## config.mk

```make
export PLATFORM = sky130hd
export DESIGN_NAME = inbuf_loader
export DESIGN_NICKNAME = d
export VERILOG_FILES = /design/src/rtl/inbuf_loader.sv
export SDC_FILE = /design/constraint.sdc
export NUM_CORES = 1
export LEC_CHECK = 0
export ABC_AREA = 1
export BUFFER_PORTS_ARGS = -buffer_cell sky130_fd_sc_hd__buf_2
export CAP_MARGIN = 30
export CORE_ASPECT_RATIO = 1.75
export CORE_MARGIN = 2
export CORE_UTILIZATION = 46
export DETAILED_ROUTE_END_ITERATION = 16
export PLACE_DENSITY = 0.79
export SKIP_CTS_REPAIR_TIMING = 1
export SLEW_MARGIN = 20
export SYNTH_ARGS = -nofsm -noshare
export SYNTH_HDL_FRONTEND = slang
export SYNTH_SLANG_ARGS = --single-unit
```

## constraint.sdc

```tcl
create_clock -name clk -period 1.8 [get_ports clk]
set_input_delay 0.09 -clock clk [delete_from_list [all_inputs] [get_ports clk]]
set_output_delay 0.09 -clock clk [all_outputs]
set_load 0.01 [all_outputs]
```

## src/rtl/inbuf_loader.sv

```systemverilog
// inbuf_loader: accepts rows over a valid/ready handshake, writes them to LANES parallel INBUFs, then drains them.
// Optional: define INBUF_LOADER_ZPAD_EN to zero-pad tiles closed by in_last up to DEPTH rows before draining.
module inbuf_loader #(
    parameter int LANES = 4,
    parameter int DW    = 8,
    parameter int DEPTH = 16
) (
    input  logic                       clk,
    input  logic                       rstn,
    input  logic                       in_valid,
    output logic                       in_ready,
    input  logic [LANES*DW-1:0]        in_data,
    input  logic                       in_last,
    output logic                       buf_write,
    output logic [LANES*DW-1:0]        buf_din,
    output logic                       buf_read,
    input  logic [LANES-1:0]           buf_empty,
    output logic [$clog2(DEPTH+1)-1:0] rows,
    output logic                       done
);
    localparam int RW = $clog2(DEPTH + 1);
    localparam logic [RW-1:0] FULL = RW'(DEPTH);

`ifdef INBUF_LOADER_ZPAD_EN
    typedef enum logic [2:0] { IDLE, LOAD, DRAIN, DONE, PAD } state_t;
`else
    typedef enum logic [1:0] { IDLE, LOAD, DRAIN, DONE } state_t;
`endif

    state_t                state_q, state_d;
    logic [RW-1:0]         rows_q, rows_d;
    logic                  wr_q, wr_d;
    logic [LANES*DW-1:0]   din_q, din_d;
    logic                  rd_q, rd_d;
    logic                  done_q, done_d;
    logic                  rdy_q, rdy_d;
    logic                  fire;

    assign fire = in_valid && rdy_q;

    always_comb begin
        state_d = state_q;
        rows_d  = rows_q;
        wr_d    = 1'b0;
        din_d   = din_q;
        rd_d    = 1'b0;
        if (fire) begin
            wr_d  = 1'b1;
            din_d = in_data;
            if (rows_q != FULL) rows_d = rows_q + RW'(1);
        end
        unique case (state_q)
            IDLE, LOAD: begin
                if (fire) begin
`ifdef INBUF_LOADER_ZPAD_EN
                    if (in_last && rows_d != FULL)
                        state_d = PAD;
                    else if (in_last || rows_d == FULL)
                        state_d = DRAIN;
                    else
                        state_d = LOAD;
`else
                    if (in_last || rows_d == FULL)
                        state_d = DRAIN;
                    else
                        state_d = LOAD;
`endif
                end
            end
`ifdef INBUF_LOADER_ZPAD_EN
            PAD: begin
                wr_d   = 1'b1;
                din_d  = '0;
                rows_d = rows_q + RW'(1);
                if (rows_d == FULL) state_d = DRAIN;
            end
`endif
            // First DRAIN cycle leaves room for the last write to land.
            DRAIN: begin
                if (rd_q && (&buf_empty))
                    state_d = DONE;
                else
                    rd_d = 1'b1;
            end
            DONE: begin
                state_d = IDLE;
                rows_d  = '0;
            end
            default: state_d = IDLE;
        endcase
        done_d = (state_d == DONE);
        rdy_d  = (state_d == IDLE) ||
                 ((state_d == LOAD) && (rows_d != FULL));
    end

    always_ff @(posedge clk or negedge rstn) begin
        if (!rstn) begin
            state_q <= IDLE;
            rows_q  <= '0;
            wr_q    <= 1'b0;
            din_q   <= '0;
            rd_q    <= 1'b0;
            done_q  <= 1'b0;
            rdy_q   <= 1'b0;
        end else begin
            state_q <= state_d;
            rows_q  <= rows_d;
            wr_q    <= wr_d;
            din_q   <= din_d;
            rd_q    <= rd_d;
            done_q  <= done_d;
            rdy_q   <= rdy_d;
        end
    end

    assign in_ready  = rdy_q;
    assign buf_write = wr_q;
    assign buf_din   = din_q;
    assign buf_read  = rd_q;
    assign rows      = rows_q;
    assign done      = done_q;
endmodule

```

==> summary.txt, run 1 <==
Run status
  – Status: finished with violations
  – Failing checks: hold timing

Clock network
  – Clock buffer depth: 2
  – Clock Sinks: 43
  – Inserted Clock Buffers: 5
  – Worst-path clk slew: about 0.080 ns
  – CTS tree: done
  – H-tree levels: 2
  – Clock Latency Late Sink: 0.29 ns
  – Clk root buf: clkbuf_8

Timing
  – F_max: 581.8 MHz
  – Max_slew headroom: between 50% and 60%
  – Final setup violation count: 0
  – Period utilisation layout: 95.49%
  – Total negative setup slack: 0 ns
  – Hold_ws: -0.01151 ns
  – Slew Viols, Final: 0
  – Tmin final: between 1.5 and 2 ns
  – Hold Vio Cnt, Final: 9
  – Clk_skew: 0.004549 ns
  – Slew @ Worst Pin: 0.6206 ns
  – Final WS setup: ~0.081 ns

Placement
  – DP Cell Count: 340
  – Buffers on Ports: 80
  – Pre-CTS setup slack: between 0.1 and 0.15 ns
  – Final HPWL DP: just over 3 mm
  – Gpl congestion: 0.8281
  – Placed cell area: 2273 µm²

Logic synthesis
  – Area leader, netlist: dfrtp_1
  – Yosys reg bits: 43
  – Top cells by area, synth: dfrtp_1 59%, nand2_1 24%, inv_1 2.3%, nand3_1 1.9%, ha_1 1.4%
  – Cell variety after synth: 22
  – Yosys warnings: 0
  – Top cell type's share of synthesized area: 59.35%
  – Avg Inst Size Synth: 8.472 µm²
  – Syn Nets: 256
  – Mapped Cells: 214
  – Post-synthesis cell area: 1813 µm²
  – Register area share after synthesis: 59.35%

Power and ir drop
  – Power per cell area: 1577 nW/µm²
  – Pwr Total: 4.047 mW
  – Lkg Pwr: ~1.5 nW
  – Worst VDD drop: 0.8818 mV

Global routing
  – Overflow after GRT: 0
  – Vias in the first global route: 1538
  – First-pass GRT wire length: 6.644 mm
  – Initial antenna violation count: 0
  – Largest net degree at the start of global routing: 29
  – GRT Overall Usage: roughly a fifth

Floorplanning
  – Core Area: 3829 µm²
  – Die height: 87.05 µm
  – Row count: 30
  – Io pins: 81
  – Die Wd: 51.46 µm
  – Initial core utilization: 47.35%
  – Die area: 4479 µm²

Worst setup path
  – CP required: about 2.0 ns
  – Critical path class: reg2reg
  – Crit-path slowest cell: dfrtp_1
  – Critical Path Start: rows[1]
  – CP most frequent cell: nand2_1
  – Worst path arrival time: roughly 1.9 ns
  – Worst Setup Start Kind: flop
  – CP Cell Sequence: inv_1, ha_1, nand2_1, inv_1, nand3_1, nand3_1, nand2_1, nor2_2, nand2_2, nand2_1, nand2_1, nand2_1, nand2_1, nand2_1, nand2_1
  – R2r startpoint: rows[1]
  – Crit-path max FO: 4
  – Worst path max stage delay: 0.42 ns
  – Setup crit end kind: flop

Cells and area
  – Final net count: 358
  – Area delta synth->final: 41.55%
  – ANT cells: 0
  – Core Util, Final: around two thirds
  – Commonest non-fill, non-tap cells in the layout: 117 x nand2_1, 80 x buf_2, 43 x dfrtp_1
  – Commonest non-fill, non-tap cell in the layout: nand2_1
  – Layout cell share with drive strength beyond 1: 33.75%
  – Final Instance Area: 2566 µm²
  – Final Non-Filler Cells: 365

Hold path
  – Worst min path class: in2reg
  – Hold Startpoint: in_data[17]

Flow run
  – Max-cap violation count: 0

Routing
  – Wirelength per Cell: 11.99 µm
  – DRC: 0
  – Vias per std cell: 4.679
  – Vias: 1708
  – Routed WL: between 4 and 5 mm
  – DR iter-0 viols: 31
  – Drt first pass iters: 4
  – Final ANT Viol Nets: 0
## synthesized netlist by cell type
library cell / number
clkbuf_1: 6
o21ai_0: 1
o21ai_1: 1
o21bai_2: 1
nand3_1: 7
nand3b_1: 1
nor2_1: 5
nand4_1: 1
ha_1: 2
nand3_2: 1
o211ai_1: 1
nand2_1: 118
and3_1: 2
nor3_1: 1
buf_6: 2
dfrtp_1: 43
inv_2: 1
a21oi_1: 2
nor3b_1: 1
inv_1: 11
nand2_2: 4
nor2_2: 2
## power by group
group / internal, mW / switching (mW) / leakage (nW)
clock: 0.449 / 0.313 / 0.0612
combinational: 0.665 / 0.959 / 0.921
sequential: 1.40 / 0.261 / 0.536
## registers in the layout, indices dropped and copies added (netlist names)
register	count
buf_din	32
rows	5
in_ready	1
done	1
buf_write	1
state_q	2
buf_read	1
## final timing paths
| kind | slack (ns) | end | depth (start not counted) |
|---|---|---|---|
| hold / removal | -0.01 | buf_din[17] | 3 |
| min in group asynchronous | 0.34 | buf_din[23] | 2 |
| setup / recovery | 0.08 | in_ready | 15 |
| max in group asynchronous | 0.88 | buf_din[0] | 3 |
| hold reg to reg | 0.47 | buf_din[26] | 2 |
| setup reg to reg | 0.08 | in_ready | 15 |
## per-layer routing
layer  track usage (%)  wire [µm]  vias to the layer above
met2             35.43       2399                       51
li1                  -          -                      855
met5                 0          0                        -
met1             21.47       1698                      796
met3             4.467        210                        6
met4             8.134         68                        0
## cell families (layout without fill, tap and decap cells)
logic type                 count (synthesis)  after routing  synth area share (%)
adders and majority gates                  2              2                 1.380
buffers and inverters                     20            123                 4.969
DFF                                       43             43                 59.35
and+or+nand+nor                          143            143                 32.16
AOI/OAI and AO/OA                          6              6                 2.139
## worst max-delay path: cells and delay by family, from the launching register on
| family | cells | cell delay [ns] |
|---|---|---|
| flip-flops | 1 | 0.42 |
| AND/OR/NAND/NOR | 12 | 0.84 |
| buffers and inverters | 2 | 0.19 |
| adder cells (fa/ha/maj) | 1 | 0.14 |
## area by class of cell
class | count | area [µm²]
fill | 343 | 1262
multi-input combinational | 151 | 654.4
tap | 48 | 60.06
timing repair buffer | 103 | 613.1
clock buffer | 6 | 82.58
clock inverter | 2 | 35.03
sequential | 43 | 1076
inverter | 12 | 45.04
(Power assumes the default switching activity.)
==> run 2: changes to the inputs <==
--- a/config.mk
+++ b/config.mk
@@ -7,12 +7,12 @@
 export LEC_CHECK = 0
 export ABC_AREA = 1
 export BUFFER_PORTS_ARGS = -buffer_cell sky130_fd_sc_hd__buf_2
-export CAP_MARGIN = 30
+export CAP_MARGIN = 20
 export CORE_ASPECT_RATIO = 1.75
 export CORE_MARGIN = 2
 export CORE_UTILIZATION = 46
 export DETAILED_ROUTE_END_ITERATION = 16
-export PLACE_DENSITY = 0.79
+export PLACE_DENSITY = 0.8
 export SKIP_CTS_REPAIR_TIMING = 1
 export SLEW_MARGIN = 20
 export SYNTH_ARGS = -nofsm -noshare
==> run 2 against run 1 <==
The flow still finishes with violations (hold timing). Total power rose by 0.34%. Sequential cell count is the same. Critical path type unchanged. Register-to-register slack better by 0.04 ns.
==> summary.txt, run 2 (synthesis results as in run 1) <==
Cells and area
  – Final Instance Area: 2536 µm² (-1.2%)
  – Commonest non-fill, non-tap cells in the layout: 115 x nand2_1, 80 x buf_2, 43 x dfrtp_1
  – Max reg flops: 32 (unchanged)
  – # fillers: 364 (+6.1%)
  – Core Util, Final: 66.24% (-0.78 points)
  – Final net count: 350 (-2.2%)
  – Storage cell area: 1076 µm² (unchanged)
  – Commonest non-fill, non-tap cell in the layout: nand2_1
  – ANT cells: 0 (unchanged)
  – Area of the multi-input gates: 701.9 µm² (+7.3%)
  – Area delta synth->final: 39.89%
  – Layout cell share with drive strength beyond 1: 37.01% (+3.3 points)

Timing
  – Clk_skew: 0.003338 ns (-0.001211 ns)
  – Total negative setup slack: 0 ns (unchanged)
  – Tmin final: 1.677 ns (-0.04162 ns)
  – Slew @ Worst Pin: 0.3619 ns (-0.2587 ns)
  – Max_slew headroom: 75.87% (+17 points)
  – Final setup violation count: 0 (unchanged)
  – Hold_ws: -0.006038 ns (+0.005470 ns)
  – Final WS setup: 0.1228 ns (+0.04162 ns)
  – Period utilisation layout: 93.18% (-2.3 points)
  – F_max: 596.2 MHz (+2.5%)
  – Slew Viols, Final: 0 (unchanged)
  – Hold Vio Cnt, Final: 9 (unchanged)

Power and ir drop
  – Combinational share of power: 41.1% (+1.0 points)
  – Power per cell area: 1601 nW/µm² (+1.5%)
  – Switching power share of the total: 38.77% (+0.89 points)
  – P_int: 2.486 mW (-1.1%)
  – Clk pwr share: 17.5% (-1.3 points)
  – Psw: 1.574 mW (+2.7%)
  – Worst VDD drop: 0.9525 mV (+8.0%)
  – Register share of total power: 41.4% (+0.3 points)
  – Lkg Pwr: 1.480 nW (-2.5%)

Clock network
  – H-tree levels: 2 (unchanged)
  – Inserted Clock Buffers: 5 (unchanged)
  – Clock Sinks: 43 (unchanged)
  – Clock Latency Late Sink: 0.29 ns (about the same)
  – Worst-path clk slew: 0.08 ns (about the same)
  – CTS tree: done
  – Clock buffer depth: 2 (unchanged)
  – Clk root buf: clkbuf_8

Routing
  – Drt first pass iters: 4 (unchanged)
  – DR iter-0 viols: 24 (-23%)
  – Wirelength per Cell: 12.45 µm (+3.8%)
  – Vias: 1707 (-0.059%)
  – Routed WL: 4.432 mm (+1.3%)
  – Vias per std cell: 4.795 (+2.5%)
  – DRC: 0 (unchanged)
  – Final ANT Viol Nets: 0 (unchanged)

Run status
  – Failing checks: hold timing
  – Status: finished with violations

Worst setup path
  – Crit-path max FO: 5 (+1)
  – Worst reg2reg path depth: 15 (unchanged)
  – Register-to-register setup slack: 0.12 ns (+0.04 ns)
  – Setup crit end kind: flop
  – CP required: 1.98 ns (about the same)
  – R2r startpoint: rows[0]
  – FF-to-FF End: in_ready
  – Critical path class: reg2reg
  – Worst Setup Start Kind: flop
  – Worst path arrival time: 1.85 ns (-0.04 ns)

Global routing
  – First-pass GRT wire length: 6.803 mm (+2.4%)
  – Initial antenna violation count: 0 (unchanged)
  – Overflow after GRT: 0 (unchanged)
  – Largest net degree at the start of global routing: 44 (+52%)
  – Vias in the first global route: 1645 (+7.0%)
  – GRT Overall Usage: 20.09% (+0.46 points)

Hold path
  – Hold-critical path depth: 3 (unchanged)
  – Hold Startpoint: in_data[11]
  – Worst min path class: in2reg
  – Worst hold endpoint: buf_din[11]

Placement
  – Final HPWL DP: 3.041 mm (-1.4%)
  – Buffers on Ports: 80 (unchanged)
  – Gpl congestion: 0.7568 (-8.6%)
  – Placed cell area: 2271 µm² (-0.11%)
  – Pre-CTS setup slack: 0.1156 ns (-0.01512 ns)

Floorplanning
  – Initial core utilization: 47.35% (unchanged)
  – Io pins: 81 (unchanged)
  – Die area: 4479 µm² (unchanged)
  – Die height: 87.05 µm (unchanged)
  – Row count: 30 (unchanged)
  – Core Area: 3829 µm² (unchanged)
  – Die Wd: 51.46 µm (unchanged)

Flow run
  – Max-cap violation count: 0 (unchanged)
run 2: cell types whose count changed in the layout (fill, tap and decap cells not counted), moves of 2 or more:
cell,change
inv_2,+2
dlygate4sd3_1,-6
buf_4,-3
ha_1,-2
nand3_2,+3
o21ai_1,-2
nand2_1,-2
o21ai_2,+2
inv_1,-2
nand3_1,-3
run 2: how the worst max path moves through the flow:
stage / from / end / slack, ns / cells after the start
floorplan: rows[0] / in_ready / 0.21 / 16
global placement: rows[0] / in_ready / 0.15 / 12
detailed placement: rows[0] / in_ready / 0.12 / 16
CTS: rows[0] / in_ready / 0.10 / 12
global route: rows[0] / in_ready / -0.01 / 15
finish: rows[0] / in_ready / 0.12 / 15
run 2: per-stage QoR:
step	total power, mW	cells	hold WS, ns
after global placement	3.202	338	0.07912
final	4.060	356	-0.006038
after detailed placement	3.255	338	0.08212
after global routing	4.378	356	0.0009782
after floorplan	2.591	214	-0.2056
after CTS	3.987	345	-0.2349
run 2: power by group through the flow:
stage	combinational, mW	clock (mW)	sequential, mW
floorplan	0.724	0	1.87
global placement	1.53	0	1.67
detailed placement	1.57	0	1.68
CTS	1.58	0.735	1.67
global route	1.88	0.769	1.73
finish	1.67	0.711	1.68
run 2: area by class of cell:
| class | instances | area share [%] |
|---|---|---|
| clock inverter | 1 | 1.184 |
| multi-input combinational | 151 | 27.68 |
| clock buffer | 6 | 2.861 |
| tap | 48 | 2.368 |
| sequential | 43 | 42.43 |
| inverter | 12 | 1.776 |
| timing repair buffer | 95 | 21.71 |
run 2: critical path, stage by stage (launching register included):
cell and delay (ns):
dfrtp_1 0.44, inv_2 0.11, ha_4 0.12, nand2_1 0.05, inv_2 0.09, nand3_2 0.09
nand3_2 0.08, nand2_2 0.05, nor2_2 0.11, nand2_2 0.08, nand2_1 0.06, nand2_1 0.04
nand2_1 0.07, nand2_1 0.07, nand2_1 0.06, nand2_1 0.05
run 2: layer usage:
metal | up-vias | wire [µm] | global-route usage (%)
met3 | 9 | 166 | 3.608
met4 | 0 | 122 | 11.00
met5 | - | 0 | 0
met1 | 807 | 1721 | 22.23
li1 | 839 | - | -
met2 | 52 | 2422 | 35.31
